**config.mk**
```make
export PLATFORM = sky130hd
export DESIGN_NAME = consmax_pack_flat
export DESIGN_NICKNAME = d
export VERILOG_FILES = /design/src/rtl/consmax_pack_if.sv /design/src/rtl/consmax_pack.sv /design/src/flat_wrapper.sv
export SDC_FILE = /design/constraint.sdc
export NUM_CORES = 1
export LEC_CHECK = 0
export CELL_PAD_IN_SITES_DETAIL_PLACEMENT = 0
export CELL_PAD_IN_SITES_GLOBAL_PLACEMENT = 2
export CORE_UTILIZATION = 30
export CTS_CLUSTER_DIAMETER = 100
export CTS_CLUSTER_SIZE = 8
export DETAILED_ROUTE_END_ITERATION = 16
export PLACE_DENSITY = 0.64
export SYNTH_ARGS = -nofsm -noshare
export SYNTH_HDL_FRONTEND = slang
export SYNTH_SLANG_ARGS = --single-unit
```
**constraint.sdc**
```tcl
create_clock -name clk -period 4.96 [get_ports clk]
set_clock_uncertainty 0.2 [all_clocks]
set_input_delay 0.496 -clock clk [delete_from_list [all_inputs] [get_ports clk]]
set_output_delay 0.496 -clock clk [all_outputs]
set_load 0.02 [all_outputs]
```
**src/rtl/consmax_pack_if.sv**
```systemverilog
// consmax_pack_if: score input stream and packed-word output stream of the ConSmax row packer
interface consmax_pack_if #(
  parameter int DATA_BIT = 8,
  parameter int PACK_NUM = 4
) ();
  logic [DATA_BIT-1:0]          idata;
  logic                         idata_valid;
  logic [DATA_BIT*PACK_NUM-1:0] odata;
  logic [PACK_NUM-1:0]          odata_mask;
  logic                         odata_last;
  logic                         odata_valid;
  logic                         odata_ready;

  modport master (
    output idata, idata_valid, odata_ready,
    input  odata, odata_mask, odata_last, odata_valid
  );

  modport slave (
    input  idata, idata_valid, odata_ready,
    output odata, odata_mask, odata_last, odata_valid
  );
endinterface

```
**src/rtl/consmax_pack.sv**
```systemverilog
// consmax_pack: packs ConSmax scores into PACK_NUM-lane words per row, buffered in a small word FIFO; CONSMAX_PACK_OVF_EN builds the sticky overflow flag
module consmax_pack #(
  parameter int DATA_BIT   = 8,
  parameter int PACK_NUM   = 4,
  parameter int ROW_BIT    = 8,
  parameter int FIFO_DEPTH = 4
) (
  input  logic               clk,
  input  logic               rstn,
  input  logic               clr,
  input  logic [ROW_BIT-1:0] cfg_row_len,
  consmax_pack_if.slave      bus,
  output logic               overflow
);
  localparam int LW = $clog2(PACK_NUM);
  localparam int AW = $clog2(FIFO_DEPTH);
  localparam int CW = AW + 1;
  localparam int WW = DATA_BIT * PACK_NUM;
  localparam int EW = WW + PACK_NUM + 1;
  localparam logic [LW-1:0]      LAST_LANE = LW'(PACK_NUM - 1);
  localparam logic [ROW_BIT-1:0] ONE = ROW_BIT'(1);
  localparam logic [CW-1:0]      DEPTH = CW'(FIFO_DEPTH);

  logic [LW-1:0]       lane_q, lane_d;
  logic [ROW_BIT-1:0]  elem_q, elem_d, len_q, len_d, cur_len;
  logic [WW-1:0]       asm_q, asm_d, word;
  logic [PACK_NUM-1:0] mask_q, mask_d, word_mask;
  logic                acc, row_end, done, push, pop, full, empty;
  logic [EW-1:0]       mem_q [FIFO_DEPTH];
  logic [EW-1:0]       head;
  logic [AW-1:0]       wr_q, rd_q;
  logic [CW-1:0]       cnt_q;

  // Assembly: a new row latches its length on the first element, so mid-row config changes wait for the next row
  always_comb begin
    acc       = bus.idata_valid & ~clr;
    cur_len   = (elem_q == '0) ? ((cfg_row_len == '0) ? ONE : cfg_row_len) : len_q;
    row_end   = elem_q == cur_len - ONE;
    word      = asm_q;
    word[lane_q*DATA_BIT +: DATA_BIT] = bus.idata;
    word_mask = mask_q;
    word_mask[lane_q] = 1'b1;
    done      = acc & ((lane_q == LAST_LANE) | row_end);
    lane_d    = lane_q;
    elem_d    = elem_q;
    len_d     = len_q;
    asm_d     = asm_q;
    mask_d    = mask_q;
    if (clr) begin
      lane_d = '0;
      elem_d = '0;
      len_d  = '0;
      asm_d  = '0;
      mask_d = '0;
    end else if (acc) begin
      len_d  = cur_len;
      elem_d = row_end ? '0 : elem_q + ONE;
      lane_d = done ? '0 : lane_q + LW'(1);
      asm_d  = done ? '0 : word;
      mask_d = done ? '0 : word_mask;
    end
  end

  // Assembly state registers
  always_ff @(posedge clk or negedge rstn) begin
    if (!rstn) begin
      lane_q <= '0;
      elem_q <= '0;
      len_q  <= '0;
      asm_q  <= '0;
      mask_q <= '0;
    end else begin
      lane_q <= lane_d;
      elem_q <= elem_d;
      len_q  <= len_d;
      asm_q  <= asm_d;
      mask_q <= mask_d;
    end
  end

  assign empty = cnt_q == '0;
  assign full  = cnt_q == DEPTH;
  assign pop   = ~clr & ~empty & bus.odata_ready;
  assign push  = done & (~full | pop);
  assign head  = mem_q[rd_q];

  assign bus.odata_valid = ~empty;
  assign bus.odata       = empty ? '0 : head[EW-1 -: WW];
  assign bus.odata_mask  = empty ? '0 : head[PACK_NUM:1];
  assign bus.odata_last  = empty ? 1'b0 : head[0];

  // FIFO pointers and occupancy; a full FIFO with a same-cycle pop still takes the push
  always_ff @(posedge clk or negedge rstn) begin
    if (!rstn) begin
      wr_q  <= '0;
      rd_q  <= '0;
      cnt_q <= '0;
    end else if (clr) begin
      wr_q  <= '0;
      rd_q  <= '0;
      cnt_q <= '0;
    end else begin
      if (push) wr_q <= wr_q + AW'(1);
      if (pop) rd_q <= rd_q + AW'(1);
      cnt_q <= cnt_q + CW'(push) - CW'(pop);
    end
  end

  // FIFO storage: {word, mask, last}
  always_ff @(posedge clk or negedge rstn) begin
    if (!rstn) begin
      for (int i = 0; i < FIFO_DEPTH; i++) mem_q[i] <= '0;
    end else if (push) begin
      mem_q[wr_q] <= {word, word_mask, row_end};
    end
  end

`ifdef CONSMAX_PACK_OVF_EN
  logic ovf_q;

  // Sticky flag for a completed word dropped on a full FIFO
  always_ff @(posedge clk or negedge rstn) begin
    if (!rstn) ovf_q <= 1'b0;
    else if (clr) ovf_q <= 1'b0;
    else if (done & full & ~pop) ovf_q <= 1'b1;
  end

  assign overflow = ovf_q;
`else
  assign overflow = 1'b0;
`endif
endmodule

```
**src/flat_wrapper.sv**
```systemverilog
// flat-port wrapper written by rule: the top's interface ports become plain ports
module consmax_pack_flat 
#(
  parameter int DATA_BIT   = 8,
  parameter int PACK_NUM   = 4,
  parameter int ROW_BIT    = 8,
  parameter int FIFO_DEPTH = 4
)
  (clk, rstn, clr, cfg_row_len, overflow, bus_idata, bus_idata_valid, bus_odata_ready, bus_odata, bus_odata_mask, bus_odata_last, bus_odata_valid);
  consmax_pack_if #(.DATA_BIT(DATA_BIT), .PACK_NUM(PACK_NUM)) bus_i ();
  input  logic clk;
  input  logic rstn;
  input  logic clr;
  input  logic [ROW_BIT-1:0] cfg_row_len;
  output logic overflow;
  input wire logic [$bits(bus_i.idata)-1:0] bus_idata;
  input wire logic [$bits(bus_i.idata_valid)-1:0] bus_idata_valid;
  input wire logic [$bits(bus_i.odata_ready)-1:0] bus_odata_ready;
  output wire logic [$bits(bus_i.odata)-1:0] bus_odata;
  output wire logic [$bits(bus_i.odata_mask)-1:0] bus_odata_mask;
  output wire logic [$bits(bus_i.odata_last)-1:0] bus_odata_last;
  output wire logic [$bits(bus_i.odata_valid)-1:0] bus_odata_valid;
  assign bus_i.idata = bus_idata;
  assign bus_i.idata_valid = bus_idata_valid;
  assign bus_i.odata_ready = bus_odata_ready;
  assign bus_odata = bus_i.odata;
  assign bus_odata_mask = bus_i.odata_mask;
  assign bus_odata_last = bus_i.odata_last;
  assign bus_odata_valid = bus_i.odata_valid;
  consmax_pack #(.DATA_BIT(DATA_BIT), .PACK_NUM(PACK_NUM), .ROW_BIT(ROW_BIT), .FIFO_DEPTH(FIFO_DEPTH)) u_core (.clk(clk), .rstn(rstn), .clr(clr), .cfg_row_len(cfg_row_len), .bus(bus_i), .overflow(overflow));
endmodule
```
==> results by group <==
Run status
  • Status: finished, final reports clean

Timing
  • Period utilization: 85.2%
  • Worst Tran Pin Value: 1.07 ns
  • Final setup violation count: 0
  • Maximum clock frequency: 237 MHz
  • Min Clock Period, post-route: 4.23 ns
  • Slew HR: 28.4%
  • RSZ-0062 raised after global routing: false
  • Setup Total Neg Slack: 0 ns
  • Hold Slack: 0.276 ns
  • Final Max Tran Viols: 0
  • Final Hold Vio Count: 0

Power and ir drop
  • PwrDens: 342 mW/mm²
  • Power after layout: 4260 µW
  • Leakage dissipation: 0.00543 µW
  • Peak supply drop: 0.000163 V

Global routing
  • GRT Resource Usage Total: 15.3%
  • Met2 GRT Util: 24.6%
  • Top Usage Layer GRT: met2
  • GR Layer Usage met1: 21.8%
  • Largest net degree at the start of global routing: 98
  • Initial antenna violation count: 0
  • First-pass GRT wire length: 43.5 mm
  • Met3 Track Usage GR: 2.32%
  • Total congestion overflow: 0
  • Vias in the first global route: 7331

Synth
  • Mapped Area: 0.0105 mm²
  • #FFs+latches synth: 209
  • Mapped Nets: 894
  • Most common cell in the synthesized netlist: dfrtp_1
  • Main synth FF type: dfrtp_1
  • Cells after Synth: 855
  • Count of cell types in the netlist: 61
  • YS warnings: 0
  • Synth top area share: 49.6%
  • Post-synth top area cell: dfrtp_1
  • EDFF count, synth: 0
  • Ys async rst share: 100%
  • Post-synth top cells: dfrtp_1, mux2_2, nand2_1
  • Syn_area_per_cell: 12.3 µm²
  • Post-synthesis sequential area ratio: 49.6%
  • Ranking of synthesized cells by area: dfrtp_1, mux2_2, mux4_2

Placed design
  • Gpl congestion: 0.827
  • DPL Wire Length: 16.4 mm
  • Port Buf Inserts: 58
  • Area post-placement: 0.0117 mm²

Die
  • Die span in y: 189 µm
  • Top Ports: 60
  • Core Region: 0.0345 mm²
  • Row cnt: 68
  • Die area: 0.0359 mm²
  • Initial Util: 30.5%
  • Die width: 189 µm

Final layout
  • Fin area: 0.0124 mm²
  • Layout cells sized above 1: 25.0%
  • Fillers: 3448
  • Final Net Count: 951
  • Final Util: 36.0%
  • P&R area growth vs syn: 18.2%
  • N_diodes: 0

CTS
  • TritonCTS clock tree: done
  • Postcts setup bufs: 0
  • Clk slew on worst S/H paths: 0.05 ns
  • Root Driver: clkbuf_16
  • Post-CTS Resized: 0
  • CTS Buf Count: 30
  • Skew-Pair Late Insertion Delay: 0.54 ns
  • CTS H-tree lvls: 1
  • Clk sinks: 209
  • Longest Clk Path Bufs: 3

Setup path
  • Worst Path Class, Setup: flop to flop
  • Worst setup EP type: flop
  • CP Launch Type: flop
  • Critical path fanouts, max: 8
  • Crit path DAT: 4.44 ns
  • Req. time, crit path: 5.17 ns

Routing
  • Residual DRC count: 0
  • Initial DRC Count: 297
  • Pre-antenna DRT Iters: 4
  • Routed via count: 6935
  • Antenna viol nets, final: 0
  • Vias per cell: 5.06
  • Post-Route WL: 26.5 mm
  • WL/cell: 19.4 µm

Min path
  • Worst hold path type: flop to flop

Run
  • Max capacitance violation total: 0
## layout by cell type (no fill, tap or decap), types with 4 or more instances in the layout
cell type | netlist | final
ha_1 | 17 | 17
dfrtp_1 | 209 | 207
mux4_2 | 37 | 37
a21oi_1 | 22 | 22
nor3b_1 | 7 | 7
xor2_1 | 6 | 6
nor4_1 | 6 | 6
clkbuf_16 | 0 | 30
and2_1 | 37 | 37
buf_12 | 0 | 7
a32o_1 | 34 | 34
a21oi_4 | 3 | 4
nor3_1 | 13 | 13
nand2_1 | 61 | 61
clkdlybuf4s50_1 | 0 | 57
inv_1 | 45 | 45
buf_4 | 6 | 14
nand3_1 | 16 | 16
mux2_2 | 118 | 118
a211oi_1 | 9 | 9
mux2_1 | 22 | 22
nor2_1 | 20 | 18
nand2b_1 | 5 | 5
o21ai_0 | 52 | 52
xnor2_1 | 6 | 6
or3_1 | 4 | 4
## cell families (layout without fill, tap and decap cells)
family / Yosys count / count (layout) / share of synthesized area [%]
DFF: 209 / 209 / 49.6
and+or+nand+nor: 195 / 195 / 9.98
muxes: 179 / 179 / 23.1
AOI/OAI and AO/OA: 141 / 141 / 9.63
buffers and inverters: 100 / 160 / 4.44
adders and majority gates: 18 / 18 / 2.21
xor gates and xnor gates: 12 / 12 / 0.998
other: 1 / 1 / 0.0356
## layout make-up
class / instances / area [µm²] / area share, %
Clock buffer: 33 / 762 / 6.12
Clock inverter: 2 / 25.0 / 0.201
Inverter: 45 / 169 / 1.36
Multi-Input combinational cell: 546 / 4850 / 39.0
Sequential cell: 209 / 5230 / 42.0
Tap cell: 455 / 569 / 4.57
Timing Repair Buffer: 80 / 840 / 6.74
## path summary, 6_finish.rpt
kind / from / to / slack [ns] / cells past startpoint
setup / recovery: u_core.elem_q[0]$_DFFE_PN0P_ / u_core.cnt_q[2]$_DFF_PN0_ / 0.73 / 19
setup reg to reg: u_core.elem_q[0]$_DFFE_PN0P_ / u_core.cnt_q[2]$_DFF_PN0_ / 0.73 / 19
hold / removal: u_core.mem_q[8]$_DFFE_PN0P_ / u_core.mem_q[8]$_DFFE_PN0P_ / 0.28 / 1
hold reg to reg: u_core.mem_q[8]$_DFFE_PN0P_ / u_core.mem_q[8]$_DFFE_PN0P_ / 0.28 / 1
max in group asynchronous: rstn / u_core.mem_q[70]$_DFFE_PN0P_ / 3.15 / 3
min in group asynchronous: rstn / u_core.mem_q[119]$_DFFE_PN0P_ / 0.41 / 2
## timing repair
item	4_1_cts	5_1_grt
hold buffers	1	0
setup endpoints to repair	0	0
endpoints found under the hold margin	95	0
## registers in the layout, summed over array words and instances (netlist names)
name / flops
u_core.rd_q: 2
u_core.elem_q: 8
u_core.lane_q: 2
u_core.cnt_q: 3
u_core.mem_q: 148
u_core.asm_q: 32
u_core.wr_q: 2
u_core.mask_q: 4
u_core.len_q: 8
## metal layers
layer  up-vias  part of all wire (%)
met5         -                     0
met3        24                   3.6
met4         0                   1.1
met1      3580                    49
li1       3218                     -
met2       113                    47
## worst max-delay path, stage by stage (launching register included)
cell     delay (ns)
dfrtp_1        0.41
inv_1          0.14
ha_1           0.20
nor4b_4        0.28
nand2_4        0.15
o31ai_4        0.42
ha_1           0.28
o21ai_0        0.12
xor2_1         0.17
a21o_1         0.17
a211o_2        0.31
nand2_1        0.07
nand2_1        0.07
ha_1           0.27
inv_1          0.05
ha_1           0.12
inv_1          0.04
fa_1           0.37
xnor2_1        0.17
nor2_1         0.06
## stage by stage
stage / setup WS, ns / cells
final: 0.734 / 1370
after floorplan: 0.708 / 855
after global placement: 0.524 / 1334
after global routing: 0.429 / 1370
after detailed placement: 0.443 / 1334
after CTS: 0.715 / 1370
## report_power, final
group,total (µW),internal [µW],switching [µW]
registers,1840,1760,80.3
clock network,1770,1060,706
logic,651,267,384
total,4260,3090,1170
(Power assumes the default switching activity.)
